$ cat src/rtl/alu_instr_sequencer_if.sv
// Purpose: Control and readback bundle between the instruction sequencer and the
//          Phase-1 Datapath.
// Ports (signals):
//   run, ir            - Datapath/host -> sequencer: run level and latched IR
//   PCout..LOin        - sequencer -> Datapath: single-bit control strobes
//   Rout, Rin          - one-hot register bus-drive / bus-load enables (bit n = Rn)
//   opcode             - ALU operation select
//   busy, done, illegal, instr_count - sequencer status
interface alu_instr_sequencer_if #(
    parameter int unsigned CNT_W = 16
);
    logic             run;
    logic [31:0]      ir;
    logic             PCout;
    logic             PCin;
    logic             IncPC;
    logic             MARin;
    logic             MDRin;
    logic             MDRout;
    logic             Read;
    logic             IRin;
    logic             Yin;
    logic             Zin;
    logic             Zlowout;
    logic             Zhighout;
    logic             HIin;
    logic             LOin;
    logic [15:0]      Rout;
    logic [15:0]      Rin;
    logic [4:0]       opcode;
    logic             busy;
    logic             done;
    logic             illegal;
    logic [CNT_W-1:0] instr_count;

    // Sequencer side.
    modport master (
        input  run, ir,
        output PCout, PCin, IncPC, MARin, MDRin, MDRout, Read, IRin, Yin, Zin,
               Zlowout, Zhighout, HIin, LOin, Rout, Rin, opcode,
               busy, done, illegal, instr_count
    );

    // Datapath / host side.
    modport slave (
        output run, ir,
        input  PCout, PCin, IncPC, MARin, MDRin, MDRout, Read, IRin, Yin, Zin,
               Zlowout, Zhighout, HIin, LOin, Rout, Rin, opcode,
               busy, done, illegal, instr_count
    );
endinterface

$ cat src/rtl/alu_instr_sequencer.sv
// Purpose: Hard-wired Moore control unit sequencing the Phase-1 Datapath through
//          fetch (T0-T2) and execute (T3-T6) for register ALU ops, mul, div and nop.
// Ports:
//   clock - rising-edge clock
//   clear - synchronous active-high reset (priority over everything)
//   bus   - alu_instr_sequencer_if.master: run/ir in, strobes/enables/status out
// Strobes, Rout/Rin, opcode, busy, done and illegal decode from state + ir only;
// the state and the retired-instruction counter are the only flops.
module alu_instr_sequencer #(
    parameter int unsigned CNT_W = 16
) (
    input  logic                  clock,
    input  logic                  clear,
    alu_instr_sequencer_if.master bus
);
    localparam logic [4:0] NOP_OP     = 5'b01101;
    localparam logic [4:0] MUL_OP     = 5'b01111;
    localparam logic [4:0] DIV_OP     = 5'b10000;
    localparam logic [4:0] ALU_MAX_OP = 5'b01100;

    typedef enum logic [2:0] {
        S_IDLE, S_T0, S_T1, S_T2, S_T3, S_T4, S_T5, S_T6
    } state_e;

    state_e           state_q, state_d;
    logic [CNT_W-1:0] count_q, count_d;

    logic [4:0] op;
    logic [3:0] ra, rb, rc;
    logic       is_alu, is_muldiv, is_nop;
    logic       last_step;
    logic       unused_ir_bits;

    // IR field decode; only meaningful from T3 on, once IR has been loaded.
    assign op             = bus.ir[31:27];
    assign ra             = bus.ir[26:23];
    assign rb             = bus.ir[22:19];
    assign rc             = bus.ir[18:15];
    assign unused_ir_bits = ^bus.ir[14:0];

    assign is_alu    = (op <= ALU_MAX_OP);
    assign is_muldiv = (op == MUL_OP) || (op == DIV_OP);
    assign is_nop    = (op == NOP_OP);

    assign bus.instr_count = count_q;

    // State and retired-instruction counter.
    always_ff @(posedge clock) begin
        if (clear) begin
            state_q <= S_IDLE;
            count_q <= '0;
        end else begin
            state_q <= state_d;
            count_q <= count_d;
        end
    end

    // Next-state and Moore output decode.
    always_comb begin
        state_d      = state_q;
        last_step    = 1'b0;
        bus.PCout    = 1'b0;
        bus.PCin     = 1'b0;
        bus.IncPC    = 1'b0;
        bus.MARin    = 1'b0;
        bus.MDRin    = 1'b0;
        bus.MDRout   = 1'b0;
        bus.Read     = 1'b0;
        bus.IRin     = 1'b0;
        bus.Yin      = 1'b0;
        bus.Zin      = 1'b0;
        bus.Zlowout  = 1'b0;
        bus.Zhighout = 1'b0;
        bus.HIin     = 1'b0;
        bus.LOin     = 1'b0;
        bus.Rout     = '0;
        bus.Rin      = '0;
        bus.opcode   = NOP_OP;
        bus.illegal  = 1'b0;
        bus.busy     = (state_q != S_IDLE);

        case (state_q)
            S_IDLE: begin
                if (bus.run) state_d = S_T0;
            end
            S_T0: begin
                bus.PCout = 1'b1;
                bus.MARin = 1'b1;
                bus.IncPC = 1'b1;
                bus.Zin   = 1'b1;
                state_d   = S_T1;
            end
            S_T1: begin
                bus.Zlowout = 1'b1;
                bus.PCin    = 1'b1;
                bus.Read    = 1'b1;
                bus.MDRin   = 1'b1;
                state_d     = S_T2;
            end
            S_T2: begin
                bus.MDRout = 1'b1;
                bus.IRin   = 1'b1;
                state_d    = S_T3;
            end
            S_T3: begin
                if (is_alu || is_muldiv) begin
                    bus.Rout = 16'(1) << ra;
                    bus.Yin  = 1'b1;
                    state_d  = S_T4;
                end else begin
                    // nop and unsupported opcodes retire here
                    bus.illegal = !is_nop;
                    last_step   = 1'b1;
                end
            end
            S_T4: begin
                bus.Rout   = 16'(1) << rb;
                bus.Zin    = 1'b1;
                bus.opcode = op;
                state_d    = S_T5;
            end
            S_T5: begin
                bus.Zlowout = 1'b1;
                if (is_muldiv) begin
                    bus.LOin = 1'b1;
                    state_d  = S_T6;
                end else begin
                    bus.Rin   = 16'(1) << rc;
                    last_step = 1'b1;
                end
            end
            S_T6: begin
                bus.Zhighout = 1'b1;
                bus.HIin     = 1'b1;
                last_step    = 1'b1;
            end
            default: state_d = S_IDLE;
        endcase

        // run is only looked at on the retiring step; no bubble between instructions
        if (last_step) state_d = bus.run ? S_T0 : S_IDLE;

        bus.done = last_step;
        count_d  = last_step ? count_q + CNT_W'(1) : count_q;
    end
endmodule

$ cat src/flat_wrapper.sv
// flat-port wrapper written by rule: the top's interface ports become plain ports
module alu_instr_sequencer_flat 
#(
    parameter int unsigned CNT_W = 16
)
  (clock, clear, bus_run, bus_ir, bus_PCout, bus_PCin, bus_IncPC, bus_MARin, bus_MDRin, bus_MDRout, bus_Read, bus_IRin, bus_Yin, bus_Zin, bus_Zlowout, bus_Zhighout, bus_HIin, bus_LOin, bus_Rout, bus_Rin, bus_opcode, bus_busy, bus_done, bus_illegal, bus_instr_count);
  alu_instr_sequencer_if #(.CNT_W(CNT_W)) bus_i ();
  input  logic clock;
  input  logic clear;
  input wire logic [$bits(bus_i.run)-1:0] bus_run;
  input wire logic [$bits(bus_i.ir)-1:0] bus_ir;
  output wire logic [$bits(bus_i.PCout)-1:0] bus_PCout;
  output wire logic [$bits(bus_i.PCin)-1:0] bus_PCin;
  output wire logic [$bits(bus_i.IncPC)-1:0] bus_IncPC;
  output wire logic [$bits(bus_i.MARin)-1:0] bus_MARin;
  output wire logic [$bits(bus_i.MDRin)-1:0] bus_MDRin;
  output wire logic [$bits(bus_i.MDRout)-1:0] bus_MDRout;
  output wire logic [$bits(bus_i.Read)-1:0] bus_Read;
  output wire logic [$bits(bus_i.IRin)-1:0] bus_IRin;
  output wire logic [$bits(bus_i.Yin)-1:0] bus_Yin;
  output wire logic [$bits(bus_i.Zin)-1:0] bus_Zin;
  output wire logic [$bits(bus_i.Zlowout)-1:0] bus_Zlowout;
  output wire logic [$bits(bus_i.Zhighout)-1:0] bus_Zhighout;
  output wire logic [$bits(bus_i.HIin)-1:0] bus_HIin;
  output wire logic [$bits(bus_i.LOin)-1:0] bus_LOin;
  output wire logic [$bits(bus_i.Rout)-1:0] bus_Rout;
  output wire logic [$bits(bus_i.Rin)-1:0] bus_Rin;
  output wire logic [$bits(bus_i.opcode)-1:0] bus_opcode;
  output wire logic [$bits(bus_i.busy)-1:0] bus_busy;
  output wire logic [$bits(bus_i.done)-1:0] bus_done;
  output wire logic [$bits(bus_i.illegal)-1:0] bus_illegal;
  output wire logic [$bits(bus_i.instr_count)-1:0] bus_instr_count;
  assign bus_i.run = bus_run;
  assign bus_i.ir = bus_ir;
  assign bus_PCout = bus_i.PCout;
  assign bus_PCin = bus_i.PCin;
  assign bus_IncPC = bus_i.IncPC;
  assign bus_MARin = bus_i.MARin;
  assign bus_MDRin = bus_i.MDRin;
  assign bus_MDRout = bus_i.MDRout;
  assign bus_Read = bus_i.Read;
  assign bus_IRin = bus_i.IRin;
  assign bus_Yin = bus_i.Yin;
  assign bus_Zin = bus_i.Zin;
  assign bus_Zlowout = bus_i.Zlowout;
  assign bus_Zhighout = bus_i.Zhighout;
  assign bus_HIin = bus_i.HIin;
  assign bus_LOin = bus_i.LOin;
  assign bus_Rout = bus_i.Rout;
  assign bus_Rin = bus_i.Rin;
  assign bus_opcode = bus_i.opcode;
  assign bus_busy = bus_i.busy;
  assign bus_done = bus_i.done;
  assign bus_illegal = bus_i.illegal;
  assign bus_instr_count = bus_i.instr_count;
  alu_instr_sequencer #(.CNT_W(CNT_W)) u_core (.clock(clock), .clear(clear), .bus(bus_i));
endmodule
$ cat config.mk
export PLATFORM = sky130hd
export DESIGN_NAME = alu_instr_sequencer_flat
export DESIGN_NICKNAME = d
export VERILOG_FILES = /design/src/rtl/alu_instr_sequencer_if.sv /design/src/rtl/alu_instr_sequencer.sv /design/src/flat_wrapper.sv
export SDC_FILE = /design/constraint.sdc
export NUM_CORES = 1
export LEC_CHECK = 0
export ABC_AREA = 1
export CORE_MARGIN = 5
export CORE_UTILIZATION = 30
export CTS_BUF_LIST = sky130_fd_sc_hd__clkbuf_4
export CTS_CLUSTER_DIAMETER = 80
export CTS_CLUSTER_SIZE = 28
export DETAILED_ROUTE_END_ITERATION = 7
export PLACE_DENSITY_LB_ADDON = 0.05
export RECOVER_POWER = 50
export SYNTH_ARGS = -nofsm -noshare
export SYNTH_HDL_FRONTEND = slang
export SYNTH_SLANG_ARGS = --single-unit
$ cat constraint.sdc
create_clock -name clock -period 3.4 [get_ports clock]
set_clock_uncertainty 0.1 [all_clocks]
set_input_delay 0.85 -clock clock [delete_from_list [all_inputs] [get_ports clock]]
set_output_delay 0.85 -clock clock [all_outputs]
set_load 0.05 [all_outputs]
==> results of run 1 <==
-- worst max-delay path, cell delays in order --
cell,delay [ns]
clkdlybuf4s50_1,0.58
inv_1,0.12
nor3_1,0.21
inv_1,0.10
o22ai_2,0.22
buf_12,0.16
-- per-stage QoR --
stage	area (µm²)	TNS (ns)
after global routing	3350	0
final	3350	0
after floorplan	1860	-3.70
after CTS	3290	-0.524
after global placement	3230	-2.34
after detailed placement	3230	-2.57
-- metal layers --
layer | vias to the layer above | track usage (%)
li1 | 1173 | -
met1 | 1056 | 21.9
met2 | 65 | 24.0
met3 | 6 | 1.77
met4 | 0 | 4.26
met5 | - | 0
-- synth_stat cells (all sizes together) --
cell,number
buf,12
xor2,8
nor3b,2
ha,7
a41oi,1
clkbuf,1
o21ai,10
clkinv,1
dfxtp,19
nor3,9
o22ai,12
a21oi,16
nand3,48
or2,4
a31oi,1
inv,42
nor2,49
nand2,54
nand4,5
-- cells by family after synthesis --
| group | count (synthesis) | share of synthesized area (%) |
|---|---|---|
| AO/OA/AOI/OAI | 40 | 13.3 |
| XOR/XNOR | 8 | 3.77 |
| adder cells (fa/ha/maj) | 7 | 4.71 |
| buffers and inverters | 56 | 13.9 |
| flip-flops | 19 | 20.5 |
| AND/OR/NAND/NOR | 171 | 43.9 |
-- what timing repair did --
| item | 4_1_cts | 5_1_grt |
|---|---|---|
| endpoints found under the setup margin | 25 | 31 |
| pin swaps | 0 | 4 |
| setup buffers | 0 | 1 |
| resized for setup | 13 | 29 |
| cloned | 0 | 0 |
-- power by group --
part | switching, W | internal (W)
clock | 0.0000750 | 0.0000439
sequential | 0.0000217 | 0.000242
combinational | 0.000504 | 0.000251
total | 0.000600 | 0.000536
-- path summary, 6_finish.rpt --
path	depth (start not counted)	start	endpoint	slack, ns
hold reg to reg	2	u_core.bus.instr_count[13]	u_core.bus.instr_count[13]	0.41
setup / recovery	6	bus_ir[21]	bus_Rout[7]	0.21
setup reg to reg	11	u_core.state_q[0]	u_core.state_q[0]	0.75
hold / removal	2	u_core.bus.instr_count[13]	u_core.bus.instr_count[13]	0.41
-- area by class of cell --
class / instances / area, µm² / share of cell area (%)
Multi-Input combinational cell: 226 / 1380 / 41.2
Clock inverter: 1 / 5.00 / 0.149
Sequential cell: 19 / 380 / 11.3
Timing Repair Buffer: 104 / 1310 / 39.0
Inverter: 43 / 163 / 4.85
Tap cell: 75 / 93.8 / 2.80
Clock buffer: 3 / 22.5 / 0.672
-- flip-flops by register name, summed over array words and instances, names as in the netlist --
signal and flops:
u_core.state_q 3, u_core.bus.instr_count 16
==> flow_metrics.py, run 1 <==
metrics = {
    "sta": {
        "grt_setup_unrepaired": "false",
        "setup_slack_ns": 0.210,
        "worst_pin_slew_ns": 0.934,
        "hold_viol": 0,
        "slew_viol_final": 0,
        "timing.hold.ws_ns": 0.409,
        "final.period_utilization_pct": 93.8,
        "setup_viol": 0,
        "finalWorstPathRequiredPeriod_ns": 3.19,
        "clock.fmax_ghz": 0.314,
        "relSlewSlack_pct": 37.8,
    },
    "yosys": {
        "synth_top_cell_area_share_pct": 20.5,
        "synth_area_per_cell_um2": 6.18,
        "synth_area_leaders": "dfxtp_1 (20%), nand3_1 (12%), nand2_1 (10%), nor2_1 (9.3%), inv_1 (8.5%)",
        "yosysWarnings": 0,
        "synth_cell_types": 29,
        "netlist_area_mm2": 0.00186,
        "yosysSeqAreaShare_pct": 20.5,
        "synth_nets": 343,
        "postSynthCellCount": 301,
        "synth.largest_area_cell": "dfxtp_1",
        "synth_seq_cells": 19,
    },
    "drt": {
        "ant_nets": 0,
        "post-route-drc-count": 0,
        "wl_met2_mm": 2.83,
        "drt_iter0_drc": 84,
        "wire_per_inst_um": 13.5,
        "wl_met3_um": 457,
        "vias_per_cell": 4.88,
        "wirelength_met1_mm": 2.99,
        "drt_pass1_iterations": 4,
        "vias": 2300,
        "drt_wl_total_mm": 6.34,
        "highest_layer": "met4",
    },
    "placement": {
        "dpl.hpwl_mm": 5.00,
        "port_buffers": 89,
        "post-place-cells": 466,
        "gp_congestion": 0.822,
        "dp_slack_ns": -0.128,
    },
    "final_layout": {
        "num-nets-final": 439,
        "final_common_cell": "nand2_1",
        "final_cell_mix": "nand2_1 (49), nand3_1 (46), inv_1 (42), nor2_1 (37), buf_12 (35)",
        "drive_gt1_share_pct": 23.7,
        "fin_util_pct": 56.0,
        "fin_cells": 471,
        "areaGrowthSynthToFinish_pct": 80.4,
        "diodes": 0,
        "fillers": 591,
    },
    "setup_path": {
        "path_max_fanout": 5,
        "arrival_ns": 2.24,
        "start_kind": "primary input",
        "worstPathRequired_ns": 2.45,
        "criticalPathCategory": "primary input to primary output",
        "end_kind": "primary output",
    },
    "floorplanning": {
        "start_util_pct": 31.0,
        "die_w_um": 88.7,
        "boundaryPins": 105,
        "fp.dieH_um": 88.7,
        "die-area_mm2": 0.00787,
        "rows": 28,
        "core_mm2": 0.00599,
    },
    "hold_path": {
        "worst_hold_path_type": "register to register",
    },
    "clock_tree": {
        "clk_pin_slew_ns": 0.11,
        "tritoncts": "done",
        "clock_tree.root_cell": "clkbuf_4",
        "cts_hold_buf": 0,
        "cts_buffer_depth": 2,
        "cts_made_buffers": 3,
        "h-tree-depth": 1,
        "insertion_delay_ns": 0.30,
        "clock_sinks": 19,
    },
    "global_route": {
        "grt_max_degree": 23,
        "grt_usage_pct": 15.3,
        "grt_pass1_wl_mm": 9.85,
        "grt_pass1_vias": 2150,
        "antenna_found_initial": 0,
        "grt-ovfl-total": 0,
    },
    "power": {
        "cellLeakagePower_nw": 1.40,
        "power.total_w": 0.00114,
        "p_per_area_mw_per_mm2": 339,
        "peakVddDrop_mv": 0.277,
    },
    "outcome": {
        "status": "complete, no violations",
    },
    "flow_run": {
        "cap_viol_max_count": 0,
    },
}
No activity file was read; power rests on OpenSTA's default activity.
==> run 2: changes to the inputs <==
--- a/config.mk
+++ b/config.mk
@@ -7,4 +7,5 @@
 export LEC_CHECK = 0
 export ABC_AREA = 1
+export ABC_CLOCK_PERIOD_IN_PS = 3400
 export CORE_MARGIN = 5
 export CORE_UTILIZATION = 30
@@ -13,5 +14,5 @@
 export CTS_CLUSTER_SIZE = 28
 export DETAILED_ROUTE_END_ITERATION = 7
-export PLACE_DENSITY_LB_ADDON = 0.05
+export PLACE_DENSITY = 0.74
 export RECOVER_POWER = 50
 export SYNTH_ARGS = -nofsm -noshare
--- a/constraint.sdc
+++ b/constraint.sdc
@@ -3,3 +3,3 @@
 set_input_delay 0.85 -clock clock [delete_from_list [all_inputs] [get_ports clock]]
 set_output_delay 0.85 -clock clock [all_outputs]
-set_load 0.05 [all_outputs]
+set_load 0.01 [all_outputs]
==> flow_metrics.py, run 2 (synthesis results as in run 1) <==
metrics = {
    "drt": {
        "drt_wl_total_mm": 6.00,
        "drt_iter0_drc": 133,
        "vias": 2344,
        "drt_pass1_iterations": 4,
        "post-route-drc-count": 0,
        "vias_per_cell": 4.91,
        "ant_nets": 0,
        "wire_per_inst_um": 12.6,
    },
    "setup_path": {
        "end_kind": "primary output",
        "path_max_fanout": 4,
        "rrSetupSlack_ns": 0.81,
        "arrival_ns": 2.34,
        "start_kind": "primary input",
        "crit_chain": "dlygate4sd2_1, nand2_1, nor2_4, nand2_4, a31oi_4, buf_4, clkdlybuf4s50_1",
        "worstPathRequired_ns": 2.45,
        "crit_family": "buffers and inverters",
        "worst_path_largest_cell_delay_ns": 0.52,
        "criticalPathCategory": "primary input to primary output",
        "path_buf_inv": 3,
        "slowest_stage": "clkdlybuf4s50_1",
    },
    "sta": {
        "clock.fmax_ghz": 0.304,
        "worst_pin_slew_ns": 0.870,
        "final.period_utilization_pct": 96.9,
        "setup_viol": 0,
        "finalWorstPathRequiredPeriod_ns": 3.29,
        "hold_viol": 0,
        "grt_setup_unrepaired": "false",
        "relSlewSlack_pct": 42.0,
        "slew_viol_final": 0,
        "timing.hold.ws_ns": 0.409,
        "fin_setup_tns_ns": 0,
    },
    "final_layout": {
        "areaGrowthSynthToFinish_pct": 58.6,
        "largest_reg_flops": 16,
        "drive_gt1_share_pct": 12.7,
        "num-nets-final": 445,
        "final_common_cell": "nand2_1",
        "final_cell_mix": "nand2_1 (49), nand3_1 (46), nor2_1 (45), inv_1 (40), dlygate4sd3_1 (25)",
        "diodes": 0,
    },
    "floorplanning": {
        "rows": 28,
        "boundaryPins": 105,
        "die-area_mm2": 0.00787,
        "die_w_um": 88.7,
        "core_mm2": 0.00599,
        "start_util_pct": 31.0,
        "fp.dieH_um": 88.7,
    },
    "placement": {
        "gp_congestion": 0.851,
        "dpl.hpwl_mm": 4.96,
        "port_buffers": 89,
    },
    "flow_run": {
        "cap_viol_max_count": 0,
    },
    "global_route": {
        "grt_pass1_vias": 2199,
        "grt_usage_pct": 15.4,
        "grt_pass1_wl_mm": 9.98,
        "grt-ovfl-total": 0,
        "grt_max_degree": 23,
        "antenna_found_initial": 0,
    },
    "clock_tree": {
        "clock_tree.root_cell": "clkbuf_4",
        "clock_sinks": 19,
        "cts_buffer_depth": 2,
        "insertion_delay_ns": 0.30,
        "tritoncts": "done",
        "clk_pin_slew_ns": 0.11,
        "cts_made_buffers": 3,
        "h-tree-depth": 1,
    },
    "outcome": {
        "status": "complete, no violations",
    },
    "hold_path": {
        "worst_hold_path_type": "register to register",
    },
    "power": {
        "peakVddDrop_mv": 0.168,
        "cellLeakagePower_nw": 1.49,
        "power.total_w": 0.000897,
        "p_per_area_mw_per_mm2": 304,
    },
}
[run 2: area by class of cell]
class,count,area [µm²]
fill,598,3040
multi-input combinational,226,1230
timing repair buffer,110,1050
sequential,19,380
inverter,43,163
tap,75,93.8
clock buffer,4,30.0
[run 2: through the flow]
| step | setup slack, ns | instance area (µm²) | utilization [%] | instances |
|---|---|---|---|---|
| 6_report | 0.107 | 2950 | 49.2 | 477 |
| 3_3_place_gp | -0.390 | 2900 | 48.4 | 472 |
| 2_1_floorplan | 0.534 | 1860 | - | 301 |
| 4_1_cts | 0.0327 | 2950 | 49.2 | 477 |
| 3_5_place_dp | -0.466 | 2900 | 48.4 | 472 |
| 5_1_grt | 0.00593 | 2950 | 49.2 | 477 |
[run 2: power breakdown]
part	switching (W)	internal, W	total, W
clock	0.0000732	0.0000538	0.000127
sequential	0.0000218	0.000242	0.000263
combinational	0.000284	0.000222	0.000506
total	0.000379	0.000517	0.000897
[run 2: final timing paths]
check        depth (start not counted)                  startpoint                    endpoint
min reg2reg                          2  u_core.bus.instr_count[13]  u_core.bus.instr_count[13]
min                                  2  u_core.bus.instr_count[13]  u_core.bus.instr_count[13]
max reg2reg                         11           u_core.state_q[0]           u_core.state_q[0]
max                                  7                  bus_ir[30]                     bus_Yin
[run 2: metal layers]
layer / wire (µm) / up-vias / GRT usage, % / part of all wire (%)
li1: - / 1187 / - / -
met1: 2530 / 1064 / 19.0 / 42
met2: 2910 / 84 / 27.5 / 49
met3: 490 / 9 / 2.61 / 8.2
met4: 70 / 0 / 4.26 / 1.2
met5: 0 / - / 0 / 0
[run 2: worst min-delay path, cell delays in order (launching register included)]
cell and delay [ns]:
dfxtp_1 0.34, nand3_1 0.08, a21oi_1 0.06
[run 2: what timing repair did]
item	CTS	global route
resized for setup	64	10
hold buffers	0	0
cloned	0	0
setup buffers	1	0
pin swaps	1	1
endpoints found under the hold margin	0	0
endpoints found under the setup margin	36	11
==> run 3: changes to the inputs <==
RECOVER_POWER = 100   (was 50)
==> flow_metrics.py, run 3 (synthesis results as in run 1) <==
metrics = {
    "setup_path": {
        "worstPathRequired_ns": 2.45,
        "timing.rr.end": "u_core.state_q[0]",
        "reg2reg_from": "u_core.state_q[0]",
        "slowest_stage": "clkdlybuf4s50_1",
        "critPathLaunch": "bus_ir[30]",
        "end_kind": "primary output",
        "r2r_cells": 11,
        "crit_chain": "dlygate4sd2_1, nand2_1, nor2_4, nand2_4, a31oi_4, clkbuf_4, clkdlybuf4s50_1",
        "worst_path_largest_cell_delay_ns": 0.53,
        "path_max_fanout": 4,
        "arrival_ns": 2.35,
        "crit_family": "buffers and inverters",
        "criticalPathCategory": "primary input to primary output",
        "path_buf_inv": 3,
        "start_kind": "primary input",
        "rrSetupSlack_ns": 0.79,
    },
    "drt": {
        "vias_per_cell": 4.93,
        "vias": 2350,
        "drt_iter0_drc": 129,
        "drt_pass1_iterations": 4,
        "post-route-drc-count": 0,
        "wire_per_inst_um": 12.7,
        "drt_wl_total_mm": 6.05,
        "ant_nets": 0,
    },
    "floorplanning": {
        "die_w_um": 88.7,
        "die-area_mm2": 0.00787,
        "core_mm2": 0.00599,
        "boundaryPins": 105,
        "rows": 28,
        "start_util_pct": 31.0,
        "fp.dieH_um": 88.7,
    },
    "global_route": {
        "grt_pass1_wl_mm": 9.98,
        "grt-ovfl-total": 0,
        "antenna_found_initial": 0,
        "grt_pass1_vias": 2199,
        "grt_max_degree": 23,
        "grt_usage_pct": 15.4,
    },
    "final_layout": {
        "diodes": 0,
        "stdcell_area_mm2": 0.00289,
        "fin_util_pct": 48.2,
        "areaGrowthSynthToFinish_pct": 55.3,
        "regArea_um2": 380,
        "final_common_cell": "nand2_1",
        "final_cell_mix": "nand2_1 (49), nand3_1 (47), nor2_1 (45), inv_1 (40), dlygate4sd3_1 (34)",
        "multiInputGateArea_mm2": 0.00122,
        "largest_reg_flops": 16,
        "drive_gt1_share_pct": 10.2,
        "num-nets-final": 445,
        "fillers": 612,
    },
    "sta": {
        "grt_setup_unrepaired": "false",
        "finalWorstPathRequiredPeriod_ns": 3.30,
        "clock.fmax_ghz": 0.303,
        "worst_pin_slew_ns": 0.886,
        "relSlewSlack_pct": 40.9,
        "slew_viol_final": 0,
        "timing.hold.ws_ns": 0.409,
        "final.period_utilization_pct": 97.1,
        "hold_viol": 0,
        "setup_viol": 0,
        "setup_slack_ns": 0.0970,
    },
    "clock_tree": {
        "clock_tree.root_cell": "clkbuf_4",
        "clk_pin_slew_ns": 0.11,
        "insertion_delay_ns": 0.31,
        "clock_sinks": 19,
        "cts_buffer_depth": 2,
        "tritoncts": "done",
        "cts_made_buffers": 3,
        "h-tree-depth": 1,
    },
    "hold_path": {
        "min_from": "u_core.bus.instr_count[13]",
        "min_delay_path_depth": 2,
        "worst_hold_path_type": "register to register",
        "whs_endpoint": "u_core.bus.instr_count[13]",
    },
    "power": {
        "power.switching_w": 0.000379,
        "internal_power_w": 0.000508,
        "clock_power_share_pct": 14.4,
        "peakVddDrop_mv": 0.167,
        "p_seq_share_pct": 29.7,
        "p_sw_share_pct": 42.7,
        "p_per_area_mw_per_mm2": 307,
        "p_comb_share_pct": 56.0,
        "cellLeakagePower_nw": 1.46,
    },
    "placement": {
        "dpl_cell_area_mm2": 0.00290,
        "dpl.hpwl_mm": 4.96,
        "dp_slack_ns": -0.466,
        "gp_congestion": 0.851,
        "port_buffers": 89,
    },
    "outcome": {
        "status": "complete, no violations",
    },
    "flow_run": {
        "cap_viol_max_count": 0,
    },
}
## run 3: per-layer routing
metal | routed length [µm] | vias up | global-route usage (%)
met5 | 0 | - | 0
met4 | 59 | 0 | 4.26
met3 | 516 | 7 | 2.61
met2 | 2960 | 86 | 27.5
met1 | 2510 | 1071 | 19.0
li1 | - | 1186 | -
## run 3: cell type report
type	instances	share of cell area, %
sequential	19	13.2
clock buffer	4	1.04
timing repair buffer	110	34.7
tap	75	3.25
inverter	43	5.63
multi-input combinational	226	42.2
## run 3: worst min-delay path: stages, from the launching register on
cell	delay [ns]
dfxtp_1	0.34
nand3_1	0.08
a21oi_1	0.06
## run 3: metrics by stage
step | power [W] | cells | setup TNS (ns)
floorplan | 0.000604 | 301 | 0
global placement | 0.000791 | 472 | -10.41
detailed placement | 0.000805 | 472 | -11.54
CTS | 0.000936 | 477 | 0
global route | 0.000980 | 477 | 0
finish | 0.000888 | 477 | 0
## run 3: worst max path at each step
stage                   end  depth (start not counted)
6_report            bus_Yin                          7
5_1_grt             bus_Yin                          7
4_1_cts            bus_LOin                          6
3_5_place_dp   bus_Rout[12]                          8
3_3_place_gp   bus_Rout[11]                          8
2_1_floorplan  bus_Rout[11]                          5
## run 3: power by group through the flow
stage,registers [W],logic [W],clock network (W)
final,0.000263,0.000497,0.000127
after global routing,0.000269,0.000564,0.000147
after CTS,0.000264,0.000537,0.000135
after detailed placement,0.000269,0.000536,0
after global placement,0.000268,0.000524,0
after floorplan,0.000263,0.000341,0
## run 3: repair_timing
action | 4_1_cts | 5_1_grt
endpoints found under the setup margin | 36 | 11
pin swaps | 1 | 1
cloned | 0 | 0
hold buffers | 0 | 0
buffers inserted | 1 | 0
gates resized for setup | 64 | 10
